$ cat config.mk
export PLATFORM = sky130hd
export DESIGN_NAME = decode_regfile
export DESIGN_NICKNAME = d
export VERILOG_FILES = /design/src/rtl/decode_regfile_pkg.sv /design/src/rtl/regfile_16x8.sv /design/src/rtl/decode_regfile.sv
export SDC_FILE = /design/constraint.sdc
export NUM_CORES = 1
export LEC_CHECK = 0
export CORE_ASPECT_RATIO = 1.2
export CORE_MARGIN = 5
export CORE_UTILIZATION = 55
export CTS_CLUSTER_SIZE = 8
export DETAILED_ROUTE_END_ITERATION = 7
export PLACE_DENSITY = 0.73
export SYNTH_ARGS = -nofsm -noshare
export SYNTH_HDL_FRONTEND = slang
export SYNTH_SLANG_ARGS = --single-unit
$ cat constraint.sdc
create_clock -name i_clk -period 2 [get_ports i_clk]
set_input_delay 0.5 -clock i_clk [delete_from_list [all_inputs] [get_ports i_clk]]
set_output_delay 0.5 -clock i_clk [all_outputs]
set_load 0.01 [all_outputs]
$ cat src/rtl/decode_regfile_pkg.sv
// Shared decode/execute definitions: opcodes, instruction field positions,
// register-file geometry and the decode output record.
package decode_regfile_pkg;

  localparam int RF_DEPTH = 16;
  localparam int RF_WIDTH = 8;
  localparam int RF_AW    = $clog2(RF_DEPTH);
  localparam int NUM_RD   = 2;

  localparam int INSTR_W = 16;
  localparam int OPC_HI  = 15;
  localparam int OPC_LO  = 12;
  localparam int DST_HI  = 11;
  localparam int DST_LO  = 8;
  localparam int S1_HI   = 7;
  localparam int S1_LO   = 4;
  localparam int S2_HI   = 3;
  localparam int S2_LO   = 0;

  typedef enum logic [3:0] {
    OP_NOP    = 4'b0000,
    OP_ADD    = 4'b0001,
    OP_SUB    = 4'b0010,
    OP_LSHIFT = 4'b0100,
    OP_RSHIFT = 4'b1000
  } opcode_e;

  typedef struct packed {
    logic [3:0]          op;
    logic [RF_WIDTH-1:0] s1data;
    logic [RF_WIDTH-1:0] s2data;
    logic [RF_AW-1:0]    dest;
  } dec_out_t;

  function automatic logic is_legal(input logic [3:0] op);
    return (op == OP_ADD) || (op == OP_SUB) || (op == OP_LSHIFT) || (op == OP_RSHIFT);
  endfunction

  // Only ADD/SUB read src2; shifts take their amount from elsewhere.
  function automatic logic uses_src2(input logic [3:0] op);
    return (op == OP_ADD) || (op == OP_SUB);
  endfunction

endpackage

$ cat src/rtl/regfile_16x8.sv
// 16x8 register file: one write port, NUM_RD read ports with write-through bypass.
module regfile_16x8
  import decode_regfile_pkg::*;
(
  input  logic                             i_clk,
  input  logic                             i_reset,
  input  logic                             i_write_en,
  input  logic [RF_AW-1:0]                 i_write_add,
  input  logic [RF_WIDTH-1:0]              i_write_data,
  input  logic [NUM_RD-1:0][RF_AW-1:0]     i_read_add,
  output logic [NUM_RD-1:0][RF_WIDTH-1:0]  o_read_data
);

  logic [RF_DEPTH-1:0][RF_WIDTH-1:0] r_mem;
  logic                              w_we;

  // Writes presented while reset is held must not leak through the bypass.
  assign w_we = i_write_en & i_reset;

  always_ff @(posedge i_clk or negedge i_reset) begin
    if (!i_reset)  r_mem <= '0;
    else if (w_we) r_mem[i_write_add] <= i_write_data;
  end

  for (genvar p = 0; p < NUM_RD; p++) begin : g_rd
    assign o_read_data[p] = (w_we && (i_write_add == i_read_add[p])) ? i_write_data
                                                                      : r_mem[i_read_add[p]];
  end

endmodule

$ cat src/rtl/decode_regfile.sv
// Decode stage: operand fetch, single-entry RAW hazard stall, illegal-opcode
// squash and the one-cycle pipeline register toward execute.
module decode_regfile
  import decode_regfile_pkg::*;
(
  input  logic                i_clk,
  input  logic                i_reset,
  input  logic [INSTR_W-1:0]  i_instr,
  input  logic                i_instr_valid,
  output logic                o_instr_ready,
  input  logic                i_write_en,
  input  logic [RF_AW-1:0]    i_write_add,
  input  logic [RF_WIDTH-1:0] i_write_data,
  output logic [3:0]          o_opcode,
  output logic [RF_WIDTH-1:0] o_srcdata1,
  output logic [RF_WIDTH-1:0] o_srcdata2,
  output logic [RF_AW-1:0]    o_destadd,
  output logic                o_illegal
);

  logic [3:0]                      w_op;
  logic [RF_AW-1:0]                w_dst, w_s1, w_s2;
  logic [NUM_RD-1:0][RF_AW-1:0]    w_radd;
  logic [NUM_RD-1:0][RF_WIDTH-1:0] w_rdata;
  logic                            w_hazard, w_accept, w_legal, w_load;
  dec_out_t                        w_next, r_out;
  logic                            r_ill, r_infl;
  logic [RF_AW-1:0]                r_infl_dst;

  assign w_op  = i_instr[OPC_HI:OPC_LO];
  assign w_dst = i_instr[DST_HI:DST_LO];
  assign w_s1  = i_instr[S1_HI:S1_LO];
  assign w_s2  = i_instr[S2_HI:S2_LO];
  assign w_radd = {w_s2, w_s1};

  regfile_16x8 u_rf (
    .i_clk        (i_clk),
    .i_reset      (i_reset),
    .i_write_en   (i_write_en),
    .i_write_add  (i_write_add),
    .i_write_data (i_write_data),
    .i_read_add   (w_radd),
    .o_read_data  (w_rdata)
  );

  assign w_hazard = r_infl && ((w_s1 == r_infl_dst) || (uses_src2(w_op) && (w_s2 == r_infl_dst)));
  assign o_instr_ready = ~w_hazard;
  assign w_accept = i_instr_valid & ~w_hazard;
  assign w_legal  = is_legal(w_op);
  assign w_load   = w_accept & w_legal;

  always_comb begin
    w_next = '0;
    if (w_load) begin
      w_next.op     = w_op;
      w_next.s1data = w_rdata[0];
      w_next.s2data = uses_src2(w_op) ? w_rdata[1] : '0;
      w_next.dest   = w_dst;
    end
  end

  // Anything other than a legal accept loads a bubble and retires in-flight,
  // which is what bounds a stall to a single cycle.
  always_ff @(posedge i_clk or negedge i_reset) begin
    if (!i_reset) begin
      r_out      <= '0;
      r_ill      <= 1'b0;
      r_infl     <= 1'b0;
      r_infl_dst <= '0;
    end else begin
      r_out      <= w_next;
      r_ill      <= w_accept & ~w_legal;
      r_infl     <= w_load;
      r_infl_dst <= w_load ? w_dst : '0;
    end
  end

  assign o_opcode   = r_out.op;
  assign o_srcdata1 = r_out.s1data;
  assign o_srcdata2 = r_out.s2data;
  assign o_destadd  = r_out.dest;
  assign o_illegal  = r_ill;

endmodule

==> results of run 1 <==
## final cells by class
type / count / area, um2
multi-input cells: 348 / 4160
well taps: 204 / 255
clock buffers: 21 / 470
repair buffers: 122 / 1320
clock inverters: 11 / 119
fillers: 1038 / 4710
inverters: 2 / 7.51
flip-flops and latches: 154 / 3850
## per-layer routing
layer | up-vias | track usage [%] | routed length (um)
met2 | 145 | 41.2 | 10400
met1 | 2750 | 30.3 | 7800
met3 | 17 | 5.56 | 1040
met5 | - | 0 | 0
met4 | 0 | 6.84 | 309
li1 | 2296 | - | -
## registers in the layout, summed over array words and instances (netlist names)
name and cells:
o_destadd 3, o_illegal 1, o_opcode 4, o_srcdata1 8, o_srcdata2 8, r_infl 1
r_infl_dst 1, u_rf.r_mem 128
## cells in the final DEF (no fill, tap or decap), drive strengths merged, types with 3 or more instances in the layout
cell	n
clkbuf	22
nor2b	4
a21oi	8
nand2b	4
mux4	64
dlymetal6s2s	3
nand2	20
o21ai	3
dlygate4sd2	6
xor2	10
a21o	8
clkinv	4
clkinvlp	4
buf	69
a22oi	33
dfrtp	154
nor2	23
inv	3
and3	8
xnor2	8
mux2	128
clkdlybuf4s50	43
mux2i	8
## cell families (layout without fill, tap and decap cells)
| logic type | Yosys count | in the layout |
|---|---|---|
| AOI/OAI and AO/OA | 53 | 53 |
| xor gates and xnor gates | 18 | 18 |
| buffers and inverters | 41 | 156 |
| DFF | 154 | 154 |
| muxes | 200 | 200 |
| and+or+nand+nor | 77 | 77 |
## repair_timing
item	in CTS	in global routing
pin swaps	4	3
setup buffers	2	1
endpoints found under the setup margin	17	9
cloned	0	1
resized for setup	19	6
endpoints found under the hold margin	0	0
## through the flow
step	hold WS [ns]	worst slack, ns	instances	area [um2]
floorplan	0.204	0.162	543	8280
global placement	0.487	-0.636	826	9510
detailed placement	0.498	-0.644	826	9510
CTS	0.0439	-0.132	860	10100
global route	0.0466	-0.213	862	10200
finish	0.0574	-0.130	862	10200
## power by group through the flow
stage | Clock (mW) | Combinational, mW | Sequential, mW
after global routing | 3.38 | 2.00 | 4.09
after global placement | 0 | 1.77 | 4.00
after detailed placement | 0 | 1.83 | 4.06
after floorplan | 0 | 1.34 | 3.94
after CTS | 3.22 | 1.85 | 4.02
final | 3.17 | 1.86 | 4.03
## worst reg2reg max path, cell delays in order (launching register included)
cell and delay (ns):
dfrtp_1 0.41, buf_4 0.15, xor2_1 0.18, nor3_2 0.09
buf_4 0.14, a221oi_4 0.25, buf_4 0.21, nand2_4 0.13
a21oi_2 0.15
## worst min path at each step
| stage | from | endpoint | slack (ns) | cells after the start |
|---|---|---|---|---|
| after floorplan | i_reset | o_destadd[0] | 0.20 | 0 |
| after global placement | i_reset | u_rf.r_mem[49] | 0.49 | 2 |
| after detailed placement | i_reset | u_rf.r_mem[49] | 0.50 | 2 |
| after CTS | i_reset | u_rf.r_mem[48] | 0.04 | 2 |
| after global routing | i_reset | u_rf.r_mem[120] | 0.05 | 2 |
| final | i_reset | u_rf.r_mem[120] | 0.06 | 2 |
==> summary.md, run 1 <==
| Metric | Value |
|---|---|
| Status | finished, violations left |
| Failing checks | negative setup slack |
| Cts hold-fix bufs | 0 |
| Worst Setup Start Kind | flip-flop |
| Initial Util | 55.6% |
| Wire per inst | 22.6 um |
| Cts bufs inserted | 17 |
| Worst endpoint data arrival time | 1.63 ns |
| Slew Limit Fails | 0 |
| Post-Syn Instances | 543 |
| R2r startpoint | o_destadd[0] |
| Rel. slew slack | 44.8% |
| Routed Antenna Nets | 0 |
| Synth Area in Compound Gates | 5.06% |
| Final nets | 677 |
| Post-DR vias/cell | 6.04 |
| Peak supply drop | 0.669 mV |
| Vias in the first global route | 5657 |
| Pin count of the biggest net entering global routing | 147 |
| Skew final | 0.00582 ns |
| Initial DRC Count | 448 |
| Reg clk slew, reported paths | 0.06 ns |
| Die Y | 144 um |
| Tmin final | 2.13 ns |
| Crit path depth | 4 |
| Post-synthesis adder-cell area fraction | 0% |
| Ys Warns | 0 |
| Root buffer cell | clkbuf_16 |
| Most common cell in the synthesized netlist | dfrtp_1 |
| # setup viols final | 1 |
| Post-Syn Area | 0.00828 mm2 |
| Die area | 0.0176 mm2 |
| Share of cells above drive strength 1 | 47.3% |
| Total gr overflow | 0 |
| Main synth FF type | dfrtp_1 |
| Worst skew pair latency | 0.43 ns |
| Top cells by area, synth | dfrtp_1, mux2_2, mux4_2, a22oi_1, mux2_4 |
| Synth Net Count | 575 |
| WP data required | 1.50 ns |
| Reg2reg setup slack | 0.22 ns |
| Critical path endpoint | o_instr_ready |
| Switch share | 25.8% |
| Rows | 49 |
| FF-to-FF path depth | 8 |
| Critical Path Source | o_destadd[1] |
| Die width | 122 um |
| Pre-Repair DR Iteration Count | 5 |
| I/O pins | 58 |
| Post-route total power | 9.06 mW |
| Synth top area share | 46.6% |
| Xor and xnor area share after synthesis | 1.90% |
| Post-synth ARST share | 100% |
| Largest family of logic cells by synthesized area | multiplexers |
| Tightest Pin Transition | 0.827 ns |
| IO buf count | 57 |
| Gr usage total | 23.8% |
| Pleak | 4.55 nW |
| Synth cell count leaders | dfrtp_1, mux2_2, mux4_2 |
| Worst path slowest cell | dfrtp_2 |
| Clock sink total | 154 |
| Netlist cell types | 50 |
| Initial antenna violation count | 0 |
| Critical path buffers and inverters | 1 |
| Final setup margin | -0.130 ns |
| Synthesis-to-finish area growth | 23.1% |
| PD cells | 889 mW/mm2 |
| Max Freq | 470 MHz |
| Tcrit/Tclk final | 106% |
| Ordered cell list for the critical path | xor2_2 -> nor4_4 -> a22oi_2 -> buf_2 |
| MaxCap Viol Count | 0 |
| Worst-case clock buffer depth | 2 |
| Hpwl dp | 13800 um |
| Post-Synth Simple-Gate Area | 5.82% |
| RSZ-0062 raised after global routing | true |
| CP Capture Type | output port |
| NetSw | 2.33 mW |
| Cell family with most CP delay | flip-flops |
| N_diodes | 0 |
| Area leader, netlist | dfrtp_1 |
| Synth Area per Inst | 15.2 um2 |
| Worst stage delay on the critical path | 0.44 ns |
| Core area | 0.0149 mm2 |
| Vias | 5208 |
| Crit Path Category | flip-flop to output port |
| H-tree level count | 4 |
| Clock Power Share | 35.0% |
| CTS tree | done |
| Post-route DRC | 0 |
| Worst Hold Class | input pin to asynchronous set/reset pin |
| CP Max Fanout | 3 |
| Post-synthesis mux area share | 37.0% |
| #FFs+latches synth | 154 |
| Final GP Congestion | 0.867 |
| Setup TNS | -0.130 ns |
| Final wirelength | 19500 um |
| Final hold violation count | 0 |
| Register area share after synthesis | 46.6% |
| End of the worst register-to-register path | o_srcdata1[3] |
| First-pass GRT wire length | 31500 um |
| Pint | 6.72 mW |
| EDFF count, synth | 0 |
| Combinational power share | 20.5% |
| Final core occ | 68.4% |
| Sequential share of power | 44.5% |
(Power assumes the default switching activity.)
==> run 2, diff against run 1 <==
--- a/config.mk
+++ b/config.mk
@@ -5,6 +5,7 @@
 export SDC_FILE = /design/constraint.sdc
 export NUM_CORES = 1
 export LEC_CHECK = 0
+export ABC_AREA = 1
 export CORE_ASPECT_RATIO = 1.2
 export CORE_MARGIN = 5
 export CORE_UTILIZATION = 55
==> summary.md, run 2 <==
| Metric | Value |
|---|---|
| Share of cells above drive strength 1 | 10.3% |
| Tcrit/Tclk final | 99.2% |
| # setup viols final | 0 |
| FF-to-FF path depth | 10 |
| Worst endpoint data arrival time | 1.48 ns |
| Synth Area in Compound Gates | 9.71% |
| Post-Syn Area | 0.00866 mm2 |
| FF/Latch Area | 0.00386 mm2 |
| Vias | 8743 |
| Pleak | 5.18 nW |
| Status | complete, no violations |
| Crit Path Category | flip-flop to output port |
| EDFF count, synth | 0 |
| CP Max Fanout | 4 |
| Netlist cell types | 28 |
| Post-DR vias/cell | 5.59 |
| Post-Syn Instances | 1257 |
| Pre-Repair DR Iteration Count | 6 |
| Worst Hold Class | input pin to asynchronous set/reset pin |
| Final nets | 1374 |
| Post-synth ARST share | 100% |
| CTS tree | done |
| Gr usage total | 30.8% |
| Root buffer cell | clkbuf_16 |
| N_diodes | 0 |
| Rows | 50 |
| Routed Antenna Nets | 0 |
| Top reg by flops | u_rf.r_mem |
| Layout fillers | 1409 |
| Total gr overflow | 0 |
| Peak supply drop | 0.575 mV |
| Core area | 0.0155 mm2 |
| Final core occ | 67.6% |
| Reg clk slew, reported paths | 0.06 ns |
| #FFs+latches synth | 154 |
| Initial DRC Count | 1072 |
| Synth top area share | 44.5% |
| Cts hold-fix bufs | 0 |
| Footprint of the multi-input gates | 0.00399 mm2 |
| Die Y | 147 um |
| RSZ-0062 raised after global routing | true |
| Synth cell count leaders | nand2_1, nand3_1, dfrtp_1 |
| Area leader, netlist | dfrtp_1 |
| Die width | 125 um |
| Initial antenna violation count | 0 |
| PD cells | 874 mW/mm2 |
| Xor and xnor area share after synthesis | 0.607% |
| Final hold violation count | 0 |
| Post-route DRC | 0 |
| Die area | 0.0184 mm2 |
| Max Freq | 504 MHz |
| Register area share after synthesis | 44.5% |
| Worst Setup Start Kind | flip-flop |
| IO buf count | 57 |
| Max reg flops | 128 |
| H-tree level count | 4 |
| Clock sink total | 154 |
| Wire per inst | 17.6 um |
| Main synth FF type | dfrtp_1 |
| Skew final | 0.00611 ns |
| Most common cell in the synthesized netlist | nand2_1 |
| Largest family of logic cells by synthesized area | simple AND/OR/NAND/NOR gates |
| Worst skew pair latency | 0.43 ns |
| Setup TNS | 0 ns |
| Cts bufs inserted | 17 |
| Hpwl dp | 18300 um |
| Synth Net Count | 1289 |
| Commonest non-fill, non-tap cells in the layout | nand2_1, nand3_1, dfrtp_1 |
| WP data required | 1.50 ns |
| Post-Synth Simple-Gate Area | 35.6% |
| First-pass GRT wire length | 44500 um |
| Synth Area per Inst | 6.89 um2 |
| Post-synthesis adder-cell area fraction | 0% |
| I/O pins | 58 |
| Synthesis-to-finish area growth | 21.2% |
| Ys Warns | 0 |
| Final wirelength | 27600 um |
| CP Capture Type | output port |
| Rel. slew slack | 45.8% |
| Tightest Pin Transition | 0.813 ns |
| Worst-case clock buffer depth | 2 |
| Post-synthesis mux area share | 0% |
| Pin count of the biggest net entering global routing | 155 |
| Most common cell after layout, fill and taps aside | nand2_1 |
| Tmin final | 1.98 ns |
| Top cells by area, synth | dfrtp_1, nand2_1, nand3_1, o21ai_0, inv_1 |
| Initial Util | 55.8% |
| Vias in the first global route | 8213 |
| MaxCap Viol Count | 0 |
| Final GP Congestion | 1.00 |
| Slew Limit Fails | 0 |
## run 2: cell count changes after synthesis, moves of 18 or more
cell,before,now
a22oi_1,33,0
buf_2,12,30
clkbuf_1,8,38
inv_1,2,125
mux2_2,106,0
mux4_2,52,0
nand2_1,19,461
nand3_1,2,203
nor2_1,14,36
o21ai_0,2,138
## run 2: where the power goes
part           total, mW  internal (mW)  switching (mW)
sequential          4.01           3.62           0.399
clock               3.28           1.99            1.29
combinational       1.87          0.744            1.13
total               9.17           6.35            2.82
## run 2: final timing paths
path | from | endpoint | slack [ns]
setup / recovery | o_destadd[0] | o_instr_ready | 0.02
hold / removal | i_reset | u_rf.r_mem[52] | 0.22
max in group asynchronous | i_reset | o_destadd[2] | 1.15
setup reg to reg | o_destadd[0] | o_srcdata2[3] | 0.39
min in group i_clk | u_rf.r_mem[23] | u_rf.r_mem[23] | 0.49
hold reg to reg | u_rf.r_mem[23] | u_rf.r_mem[23] | 0.49
## run 2: worst max-delay path, stage by stage (launching register included)
cell	delay, ns
dfrtp_1	0.42
xor2_1	0.19
nor2_1	0.11
nand2_1	0.07
nand2_1	0.09
nand2_2	0.06
buf_6	0.12
## run 2: metrics by stage
stage	setup slack (ns)	cells	cell area (um2)	total power, mW	hold slack (ns)
after floorplan	0.360	1257	8660	5.18	0.204
after CTS	-0.00570	1563	10500	9.17	0.271
after global routing	-0.0889	1563	10500	9.67	0.304
final	0.0157	1563	10500	9.17	0.221
after detailed placement	-0.624	1530	9880	5.90	0.474
after global placement	-0.618	1530	9880	5.84	0.466
## run 2: final cells by class
class | instances | area share, %
Multi-Input combinational cell | 897 | 38.0
Clock inverter | 12 | 1.41
Sequential cell | 154 | 36.8
Clock buffer | 20 | 4.26
Timing Repair Buffer | 141 | 12.3
Inverter | 131 | 4.70
Tap cell | 208 | 2.48
## run 2: cells by family after synthesis
family,count (synthesis)
flops,154
simple gates,726
compound gates,165
xor+xnor,6
buf+inv,206
## run 2: metal layers
layer	global-route usage, %	wire, um
met5	0	0
met4	13.4	1140
met3	7.12	2520
met2	48.5	12800
met1	41.0	11100
## run 2: timing repair
item,in CTS,in global routing
gates resized for setup,19,3
endpoints found under the setup margin,2,1
cloned,0,0
setup buffers,1,0
pin swaps,10,5
==> run 3, diff against run 2 <==
--- a/config.mk
+++ b/config.mk
@@ -8,10 +8,11 @@
 export ABC_AREA = 1
 export CORE_ASPECT_RATIO = 1.2
 export CORE_MARGIN = 5
-export CORE_UTILIZATION = 55
+export CORE_UTILIZATION = 30
 export CTS_CLUSTER_SIZE = 8
 export DETAILED_ROUTE_END_ITERATION = 7
-export PLACE_DENSITY = 0.73
+export HOLD_SLACK_MARGIN = 0.06
+export PLACE_DENSITY = 0.44
 export SYNTH_ARGS = -nofsm -noshare
 export SYNTH_HDL_FRONTEND = slang
 export SYNTH_SLANG_ARGS = --single-unit
==> summary.md, run 3 (synthesized netlist as in run 2, its figures left out) <==
| Metric | Value |
|---|---|
| Status | finished, violations left |
| Failing checks | negative setup slack |
| Post-route DRC | 0 |
| Initial DRC Count | 756 |
| Worst-case clock buffer depth | 2 |
| Die width | 165 um |
| CP Max Fanout | 4 |
| Layout fillers | 3042 |
| Rows | 68 |
| Routed Antenna Nets | 0 |
| N_diodes | 0 |
| Final nets | 1385 |
| Share of cells above drive strength 1 | 11.4% |
| Core area | 0.0286 mm2 |
| Initial antenna violation count | 0 |
| End of the worst register-to-register path | o_srcdata2[5] |
| Cell family with most CP delay | simple AND/OR/NAND/NOR gates |
| First-pass GRT wire length | 50500 um |
| Final GP Congestion | 0.904 |
| Worst Setup Start Kind | flip-flop |
| Crit path top cell by count | nand2_2 |
| # setup viols final | 1 |
| RSZ-0062 raised after global routing | true |
| Worst path slowest cell | dfrtp_2 |
| Commonest non-fill, non-tap cells in the layout | nand2_1, nand3_1, dfrtp_1 |
| Tcrit/Tclk final | 103% |
| Wire per inst | 18.9 um |
| Hold WS | 0.126 ns |
| Setup TNS | -0.0516 ns |
| Slew Limit Fails | 0 |
| Root buffer cell | clkbuf_16 |
| Post-DR vias/cell | 4.80 |
| Worst stage delay on the critical path | 0.46 ns |
| Final wirelength | 33000 um |
| Top reg by flops | u_rf.r_mem |
| Tightest Pin Transition | 1.01 ns |
| Pre-Repair DR Iteration Count | 7 |
| Vias in the first global route | 8068 |
| IO buf count | 57 |
| Worst Hold Class | input pin to asynchronous set/reset pin |
| Worst skew pair latency | 0.43 ns |
| Post-route cell area | 0.0111 mm2 |
| Crit Path Category | flip-flop to output port |
| Vias | 8394 |
| Final hold violation count | 0 |
| Max reg flops | 128 |
| PD cells | 853 mW/mm2 |
| Cts hold-fix bufs | 0 |
| Critical path buffers and inverters | 1 |
| CP Capture Type | output port |
| Skew final | 0.00595 ns |
| Total gr overflow | 0 |
| Die Y | 196 um |
| Max Freq | 487 MHz |
| Reg2reg setup slack | 0.43 ns |
| Post-route total power | 9.46 mW |
| Clock sink total | 154 |
| Die area | 0.0324 mm2 |
| H-tree level count | 4 |
| Ordered cell list for the critical path | nand2_1 -> nand2_2 -> nor2_4 -> nand3_2 -> nand2_2 -> nand2_2 -> buf_6 |
| R2r startpoint | o_destadd[2] |
| FF-to-FF path depth | 11 |
| Pin count of the biggest net entering global routing | 155 |
| Gr usage total | 20.8% |
| Worst endpoint data arrival time | 1.55 ns |
| WP data required | 1.50 ns |
| CTS tree | done |
| MaxCap Viol Count | 0 |
| Synthesis-to-finish area growth | 28.1% |
| Pleak | 5.38 nW |
| Final core occ | 38.8% |
| Final setup margin | -0.0516 ns |
| Hpwl dp | 22500 um |
| Initial Util | 30.3% |
| I/O pins | 58 |
| Rel. slew slack | 32.9% |
| Reg clk slew, reported paths | 0.06 ns |
| Cell Area, Placed | 0.0104 mm2 |
| Cts bufs inserted | 17 |
| Most common cell after layout, fill and taps aside | nand2_1 |
| Tmin final | 2.05 ns |
| Peak supply drop | 0.543 mV |
## run 3: cell types whose count changed in the layout (fill, tap and decap cells not counted), sizes merged
cell,change
inv,-1
clkinv,-5
clkbuf,+3
dlymetal6s2s,+2
dlygate4sd2,-2
buf,+11
bufinv,+1
## run 3: worst max path at each step
stage | cells past startpoint | end | slack, ns | startpoint
2_1_floorplan | 8 | o_instr_ready | 0.36 | i_instr[2]
3_3_place_gp | 9 | o_instr_ready | -0.81 | i_instr[3]
3_5_place_dp | 9 | o_instr_ready | -0.86 | i_instr[3]
4_1_cts | 8 | o_instr_ready | -0.13 | o_destadd[2]
5_1_grt | 8 | o_instr_ready | -0.12 | o_destadd[2]
6_report | 7 | o_instr_ready | -0.05 | r_infl_dst[3]
## run 3: through the flow
stage,setup WS [ns],std cells
6_report,-0.0516,1749
5_1_grt,-0.123,1749
4_1_cts,-0.127,1749
3_5_place_dp,-0.863,1718
3_3_place_gp,-0.809,1718
2_1_floorplan,0.360,1257
## run 3: layout make-up
class                           count  area (um2)  share of cell area, %
Inverter                          131         492                   4.44
Multi-Input combinational cell    897        4000                   36.1
Clock buffer                       23         478                   4.31
Clock inverter                      7         140                   1.26
Timing Repair Buffer              152        1630                   14.7
Sequential cell                   154        3860                   34.8
Tap cell                          385         482                   4.35
## run 3: report_power, final
part	leakage (nW)	switching [mW]	internal [mW]	total, mW
sequential	2.01	0.391	3.62	4.01
clock	0.295	1.31	2.18	3.49
combinational	3.07	1.17	0.784	1.96
total	5.38	2.88	6.57	9.46
## run 3: what timing repair did
item / in CTS / in global routing
setup endpoints to repair: 3 / 1
pin swaps: 7 / 5
setup buffers: 1 / 0
gates resized for setup: 25 / 7
## run 3: layer usage
| metal | GRT usage [%] | up-vias | wire, um |
|---|---|---|---|
| met4 | 5.52 | 0 | 562 |
| met3 | 3.34 | 29 | 1570 |
| met1 | 27.9 | 3956 | 14700 |
| li1 | - | 4196 | - |
| met5 | 0 | - | 0 |
| met2 | 34.7 | 213 | 16200 |
## run 3: worst reg2reg max path, stage by stage (launching register included)
cell,delay [ns]
dfrtp_2,0.48
inv_2,0.08
nand2_2,0.05
nand2_2,0.09
nor2_4,0.05
nand3_2,0.07
nand2_2,0.05
nand2_2,0.07
buf_4,0.12
nand3_1,0.11
buf_12,0.17
a21oi_1,0.16
